File: src/rtl/multiword_add_sequencer.sv
// Multi-cycle adder/subtractor. A WIDTH-bit add or subtract is split into
// SLICE-bit chunks. One chunk is processed per cycle, starting with the LSB
// slice, and the carry is rippled through a register between chunks.
// Requests and results use valid/ready handshakes.

// One SLICE-bit adder with carry-in and carry-out.
module mws_slice_add #(
    parameter int SLICE = 4
) (
    input  logic [SLICE-1:0] a,
    input  logic [SLICE-1:0] b,
    input  logic             ci,
    output logic [SLICE-1:0] s,
    output logic             co
);
    assign {co, s} = (SLICE+1)'(a) + (SLICE+1)'(b) + (SLICE+1)'(ci);
endmodule

module multiword_add_sequencer #(
    parameter int WIDTH = 16,
    parameter int SLICE = 4
) (
    input  logic             clk,
    input  logic             rst_n,
    input  logic             in_valid,
    output logic             in_ready,
    input  logic [WIDTH-1:0] a,
    input  logic [WIDTH-1:0] b,
    input  logic             c_in,
    input  logic             sub,
    output logic             out_valid,
    input  logic             out_ready,
    output logic [WIDTH-1:0] sum,
    output logic             c_out,
    output logic             overflow
);
    localparam int NSLICES = WIDTH / SLICE;
    localparam int IDXW    = (NSLICES > 1) ? $clog2(NSLICES) : 1;
    localparam logic [IDXW-1:0] LAST = IDXW'(NSLICES - 1);

    typedef enum logic [1:0] {IDLE, RUN, DONE} state_t;

    state_t state_q, state_d;
    logic [NSLICES-1:0][SLICE-1:0] a_q, a_d, b_q, b_d, sum_q, sum_d;
    logic [IDXW-1:0] idx_q, idx_d;
    logic carry_q, carry_d, c_out_q, c_out_d, ovf_q, ovf_d;
    logic [SLICE-1:0] slice_s;
    logic             slice_cy;

    // Shared slice adder. It works on the slice selected by idx_q.
    mws_slice_add #(.SLICE(SLICE)) u_slice (
        .a  (a_q[idx_q]),
        .b  (b_q[idx_q]),
        .ci (carry_q),
        .s  (slice_s),
        .co (slice_cy)
    );

    // State register. Reset abandons any in-flight operation.
    always_ff @(posedge clk or negedge rst_n) begin
        if (!rst_n) state_q <= IDLE;
        else        state_q <= state_d;
    end

    // Next-state logic. RUN lasts exactly NSLICES cycles.
    always_comb begin
        state_d = state_q;
        case (state_q)
            IDLE:    if (in_valid)        state_d = RUN;
            RUN:     if (idx_q == LAST)   state_d = DONE;
            DONE:    if (out_ready)       state_d = IDLE;
            default:                      state_d = IDLE;
        endcase
    end

    // Handshake outputs, decoded from the state.
    always_comb begin
        in_ready  = (state_q == IDLE);
        out_valid = (state_q == DONE);
    end

    // Datapath registers. Results persist after DONE until the next accept.
    always_ff @(posedge clk or negedge rst_n) begin
        if (!rst_n) begin
            a_q     <= '0;
            b_q     <= '0;
            sum_q   <= '0;
            idx_q   <= '0;
            carry_q <= 1'b0;
            c_out_q <= 1'b0;
            ovf_q   <= 1'b0;
        end else begin
            a_q     <= a_d;
            b_q     <= b_d;
            sum_q   <= sum_d;
            idx_q   <= idx_d;
            carry_q <= carry_d;
            c_out_q <= c_out_d;
            ovf_q   <= ovf_d;
        end
    end

    // Datapath next values. Subtraction is done as a + ~b + 1, with the +1
    // supplied as the initial carry.
    always_comb begin
        a_d     = a_q;
        b_d     = b_q;
        sum_d   = sum_q;
        idx_d   = idx_q;
        carry_d = carry_q;
        c_out_d = c_out_q;
        ovf_d   = ovf_q;
        case (state_q)
            IDLE: if (in_valid) begin
                a_d     = a;
                b_d     = sub ? ~b : b;
                carry_d = sub ? 1'b1 : c_in;
                idx_d   = '0;
                sum_d   = '0;
            end
            RUN: begin
                sum_d[idx_q] = slice_s;
                carry_d      = slice_cy;
                idx_d        = idx_q + 1'b1;
                if (idx_q == LAST) begin
                    idx_d   = '0;
                    c_out_d = slice_cy;
                    // The sign of the result comes from the top bit of the final slice.
                    ovf_d   = (a_q[NSLICES-1][SLICE-1] == b_q[NSLICES-1][SLICE-1]) &&
                              (slice_s[SLICE-1] != a_q[NSLICES-1][SLICE-1]);
                end
            end
            default: ;
        endcase
    end

    assign sum      = sum_q;
    assign c_out    = c_out_q;
    assign overflow = ovf_q;

endmodule

File: config.mk
export PLATFORM = sky130hd
export DESIGN_NAME = multiword_add_sequencer
export DESIGN_NICKNAME = d
export VERILOG_FILES = /design/src/rtl/multiword_add_sequencer.sv
export SDC_FILE = /design/constraint.sdc
export NUM_CORES = 1
export LEC_CHECK = 0
export CAP_MARGIN = 20
export CORE_MARGIN = 1
export CORE_UTILIZATION = 40
export DETAILED_ROUTE_END_ITERATION = 10
export DONT_BUFFER_PORTS = 1
export PLACE_DENSITY = 0.56
export SYNTH_ARGS = -nofsm -noshare
export SYNTH_HDL_FRONTEND = slang
export SYNTH_SLANG_ARGS = --single-unit
File: constraint.sdc
create_clock -name clk -period 3.5 [get_ports clk]
set_input_delay 0.35 -clock clk [delete_from_list [all_inputs] [get_ports clk]]
set_output_delay 0.35 -clock clk [all_outputs]
set_load 0.005 [all_outputs]
Word-level counts from Yosys, hierarchy flattened
Index checks and enable logic that the tools add are counted.
{"block": "word_totals", "output_inout_bits": 20, "regBits": 55, "mem_count": 0, "latch_bits": 0, "inputBits": 38, "ram_bits": 0, "wordCells": 59, "rom_bits": 0}
{"block": "op_classes", "muxes": 20, "div_mod_pow": 0, "addsub": 3, "reduce_logical": 8, "shift": 0, "order_cmp": 2, "eq_ne": 8, "bitwise": 1, "n_mul": 0}
{"operator": "$mux W16", "count": 2}
{"operator": "$pmux W16 S2", "count": 1}
{"operator": "$bmux W4 S2", "count": 2}
{"operator": "$bwmux W16", "count": 1}
{"operator": "$not A16 Y16", "count": 1}
{"operator": "$mux W4", "count": 3}
{"operator": "$mux W2", "count": 5}
{"operator": "$demux W4 S2", "count": 1}
{"operator": "$pmux W2 S3", "count": 1}
{"operator": "$reduce_and A2 Y1", "count": 3}
{"operator": "$add A4 B4 Y5", "count": 1}
{"operator": "$add A5 B1 Y5", "count": 1}
{"operator": "$eq A2 B2 Y1 const B", "count": 2}
{"operator": "$ne A2 B2 Y1 const B", "count": 2}
{"operator": "$pmux W2 S2", "count": 1}
{"operator": "$lt A2 B3 Y1 const B", "count": 1}
{"operator": "$reduce_and A3 Y1", "count": 1}
{"operator": "$add A2 B1 Y2 const B", "count": 1}
{"operator": "$eq A2 B1 Y1 const B", "count": 1}
{"operator": "$ge A2 B1 Y1 const B", "count": 1}
{"operator": "$logic_and A1 B1 Y1", "count": 2}
{"operator": "$logic_not A2 Y1", "count": 1}
{"operator": "$mux W1", "count": 2}
{"operator": "$ne A2 B1 Y1 const B", "count": 1}
{"operator": "other kinds (4)", "count": 4}

Depth between registers and ports, before layout
{"block": "depth", "depth_word": 6, "ltp_mapped": 7, "ltp_nobuf": 6}

Hierarchy
From an unflattened synthesis, not the netlist that was laid out.
{"block": "unflattened", "cells_unflattened": 251, "hier_area_um2": 2691.3}
{"module": "multiword_add_sequencer", "area_each_um2": 2547.4, "n_inst": 1, "seq_area_each_um2": 1376.3, "cells_each": 235}
{"module": "mws_slice_add", "area_each_um2": 143.9, "n_inst": 1, "seq_area_each_um2": 0.0, "cells_each": 16}

Least setup slack after synthesis
OpenSTA, ideal clock, no wires.
{"block": "synth_path", "kind": "register to register", "startpoint": "register idx_q[0]", "endpoint": "register carry_q", "t_arrival_ns": 2.371, "path_slack_ns": 0.996, "setup_ns": 0.132, "n_path_buf": 1, "synth_period_minus_slack_ns": 2.504, "required_time_ns": 3.368, "path_stages_with_launch": 8, "cell_sequence": "dfrtp_1 buf_4 mux4_2 fa_1 fa_1 a21o_1 a21oi_1 o211ai_1"}
{"block": "synth_between", "elab_chain_len": 5, "word_cells_on_any_way": 7, "classes_between": "add/sub: 2; mux: 5"}
{"element": "start, declared", "line_no": "45", "source": "logic [IDXW-1:0] idx_q, idx_d;"}
{"element": "start signal, assigned", "line_no": "96", "source": "idx_q <= idx_d;"}
{"element": "$bmux W4 S2, on equally long branches", "line_no": "52, 53"}
{"element": "$mux W4, on equally long branches", "line_no": "52, 53"}
{"element": "$add A4 B4 Y5 (*)", "line_no": "16", "source": "assign {co, s} = (SLICE+1)'(a) + (SLICE+1)'(b) + (SLICE+1)'(ci);"}
{"element": "$add A5 B1 Y5 (*)", "line_no": "16"}
{"element": "$pmux W1 S2 (*)", "line_no": "113", "source": "case (state_q)"}
{"element": "end signal, assigned", "line_no": "97", "source": "carry_q <= carry_d;"}
{"element": "end, declared", "line_no": "46", "source": "logic carry_q, carry_d, c_out_q, c_out_d, ovf_q, ovf_d;"}
Every way passes the cells marked *; elsewhere a longest branch is shown, timed or not. The select of a mux whose other input is x is not followed.
A chain may end at the register's enable or synchronous reset.

Final worst setup path
{"block": "layout_path", "startpoint": "register idx_q[0]", "endpoint": "register sum_q, in the netlist sum[14]"}
{"block": "layout_between", "elab_chain_len": 6, "word_cells_on_any_way": 13, "classes_between": "add/sub: 2; order compare: 2; mux: 8; reduce/logical: 1"}
{"element": "$bmux W4 S2, or another cell as far along", "line_no": "52", "source": ".a (a_q[idx_q]),"}
{"element": "$mux W4 (not written as such), or another cell as far along", "line_no": "52"}
{"element": "$add A4 B4 Y5 / $mux W4 (equally long branches)", "line_no": "16, 122"}
{"element": "$add A5 B1 Y5 / $demux W4 S2 (equally long branches)", "line_no": "16, 122"}
{"element": "$bwmux W16 (*)", "line_no": "122", "source": "sum_d[idx_q] = slice_s;"}
{"element": "$pmux W16 S2 (*)", "line_no": "113"}
{"element": "end signal, assigned", "line_no": "95", "source": "sum_q <= sum_d;"}
{"element": "end, declared", "line_no": "44", "source": "logic [NSLICES-1:0][SLICE-1:0] a_q, a_d, b_q, b_d, sum_q, sum_d;"}
Marks and branches as above.

==> results.ini <==
[timing]
tns_ps = 0
fin_skew_ps = 9.86
slew_viol_final = 0
fmax_mhz = 371
fin_crit_sh_pct = 77.0
hold_viol_final = 0
rsz0062_at_grt = false
hold_ws_ps = 141
worst_pin_slew_ps = 448
setup_viol = 0
slew_headroom_pct = 69.9
period_needed_ps = 2700

[setup_path]
r2r_cells = 6
crit_arrival_ps = 2880
end_kind = flip-flop
r2r_setup_slack_ps = 800
timing.rr.start = idx_q[0]$_DFFE_PN0P_
cp-start-kind = flip-flop
crit_type = reg2reg
crit_path_start = idx_q[0]$_DFFE_PN0P_
required_ps = 3680
crit_path_max_fanout = 8
crit_end = sum[14]$_DFFE_PN0P_
r2r_end = sum[14]$_DFFE_PN0P_

[die]
die_h_um = 83.5
die_w_um = 83.5
die-area_um2 = 6970
row_count = 29
io_pins = 58
coreArea_um2 = 6390
initial_core_util_pct = 41.6

[layout]
fillers = 618
fin_nets = 289
drive_gt1_share_pct = 13.2
register_area_um2 = 1380
multi_input_area_um2 = 1190
antennaDiodeCount = 0
areaGrowthSynthToFinish_pct = 7.11

[global_route]
antenna_found_initial = 0
grtUsageMet1_pct = 23.1
grt_overflow = 0
grt_pass1_vias = 1736
grt.total_usage_pct = 16.2
met3_usage_pct = 4.25
use_met2_pct = 25.3
top_usage_layer = met2
grt_first_pass_wirelength_mm = 8.87
grt_max_degree = 56

[detailed_routing]
drt_wl_total_mm = 5.25
vias = 1648
vias_per_cell = 5.15
first_pass_iters = 4
initialDrtViolationCount = 78
drc = 0
post_drt_wl_per_cell_um = 16.4
postRouteAntennaNets = 0

[synthesis]
yosys-top-cells-count = 72 x nand2_1, 55 x dfrtp_1, 20 x o21ai_0
syn_inst = 243
yosysMostFrequentCell = nand2_1
synth_area_leaders = dfrtp_1 52%, nand2_1 10%, mux4_2 6.8%
synth_top_area_share_pct = 51.8
syn_area_per_cell_um2 = 10.9
synth_ff_type = dfrtp_1
yosysSeqAreaShare_pct = 51.8
syn_area_um2 = 2660
synth_nets = 290
synth_cell_types = 31
ys_warn_count = 0
yosysTopAreaCell = dfrtp_1
ys_seq_elements = 55
synthArstFlopShare_pct = 100
synth_edf_count = 0

[placement]
place_congestion = 0.819
port-buffer-count = 0
dpl.hpwl_mm = 3.66

[power]
p_per_area_nw_per_um2 = 1060
ir_worst_vdd_v = 0.000670
p_leak_nw = 1.32

[clocking]
cts_tree = yes
cts_buffer_depth = 2
cts_num_sinks = 55
clock-root-buffer = clkbuf_8
clk_latency_ps = 310
htreeDepth = 2
numCtsBuffers = 5
cts_setup_buffers = 0
clk_pin_slew_worst_paths_ps = 100

[status]
outcome = finished clean

[job]
cap_violations = 0

[min_path]
hold_path.class = in2reg

[worst max-delay path: stages, from the launching register on]
cell	delay (ps)
dfrtp_1	480
buf_4	240
mux4_2	530
fa_1	420
fa_1	420
xnor2_1	380
o2bb2ai_1	100
[cells by family (layout without fill, tap and decap cells)]
logic type	after synthesis	after routing	synth area share [%]
and+or+nand+nor	93	93	15.6
DFF	55	55	51.8
muxes	8	8	6.78
AOI/OAI and AO/OA	45	45	11.6
xor gates and xnor gates	18	18	5.93
buffers and inverters	15	15	3.49
adders and majority gates	9	9	4.80
[stage by stage]
stage	setup slack, ps	power (mW)	area (µm²)	util [%]	std cells
finish	804	3.01	2850	44.6	320
CTS	777	3.06	2850	44.6	320
detailed placement	810	2.60	2690	42.1	310
global placement	878	2.57	2690	42.1	310
floorplan	996	2.26	2660	-	243
global route	648	3.30	2850	44.6	320
[state kept, by name, indices dropped and copies added, names as in the netlist]
signal	cells
overflow	1
c_out	1
a_q	16
idx_q	2
b_q	16
sum	16
state_q	2
carry_q	1
[cell type report]
| type | instances | share of cell area (%) |
|---|---|---|
| Sequential cell | 55 | 48.4 |
| Multi-Input combinational cell | 173 | 41.7 |
| Tap cell | 77 | 3.39 |
| Clock buffer | 6 | 2.90 |
| Timing Repair Buffer | 4 | 1.85 |
| Clock inverter | 2 | 1.36 |
| Inverter | 3 | 0.396 |
[cell usage in the layout, fill, tap and decap left out, types with 3 or more instances in the layout]
cell type,count
a22o_1,12
nand2_1,72
clkbuf_8,6
inv_1,3
mux4_2,8
and2_4,4
xnor2_1,18
o2bb2ai_1,4
o21ai_0,20
nand3_1,4
dfrtp_1,55
ha_1,7
nor2_2,4
[per-layer routing]
metal / routed length, µm / share of wire (%)
met5: 0 / 0
met4: 14 / 0.27
met3: 240 / 4.6
met2: 2460 / 47
met1: 2530 / 48
[power breakdown]
part	switching, mW	internal [mW]
registers	0.217	0.924
logic	0.780	0.645
clock network	0.210	0.236
[worst min-delay path by stage]
stage / from / end / slack, ps / depth (start not counted)
CTS: a[8] / a_q[8]$_DFFE_PN0P_ / 130 / 2
global placement: rst_n / state_q[1]$_DFFE_PN0P_ / 60 / 0
floorplan: rst_n / a_q[0]$_DFFE_PN0P_ / 50 / 0
finish: a[8] / a_q[8]$_DFFE_PN0P_ / 140 / 2
detailed placement: rst_n / state_q[1]$_DFFE_PN0P_ / 60 / 0
global route: a[13] / a_q[13]$_DFFE_PN0P_ / 130 / 2
[what timing repair did]
item,CTS,global route
gates resized for setup,0,0
hold buffers,2,0
endpoints found under the hold margin,55,0
Note: power is estimated with default switching activity, not from simulation.
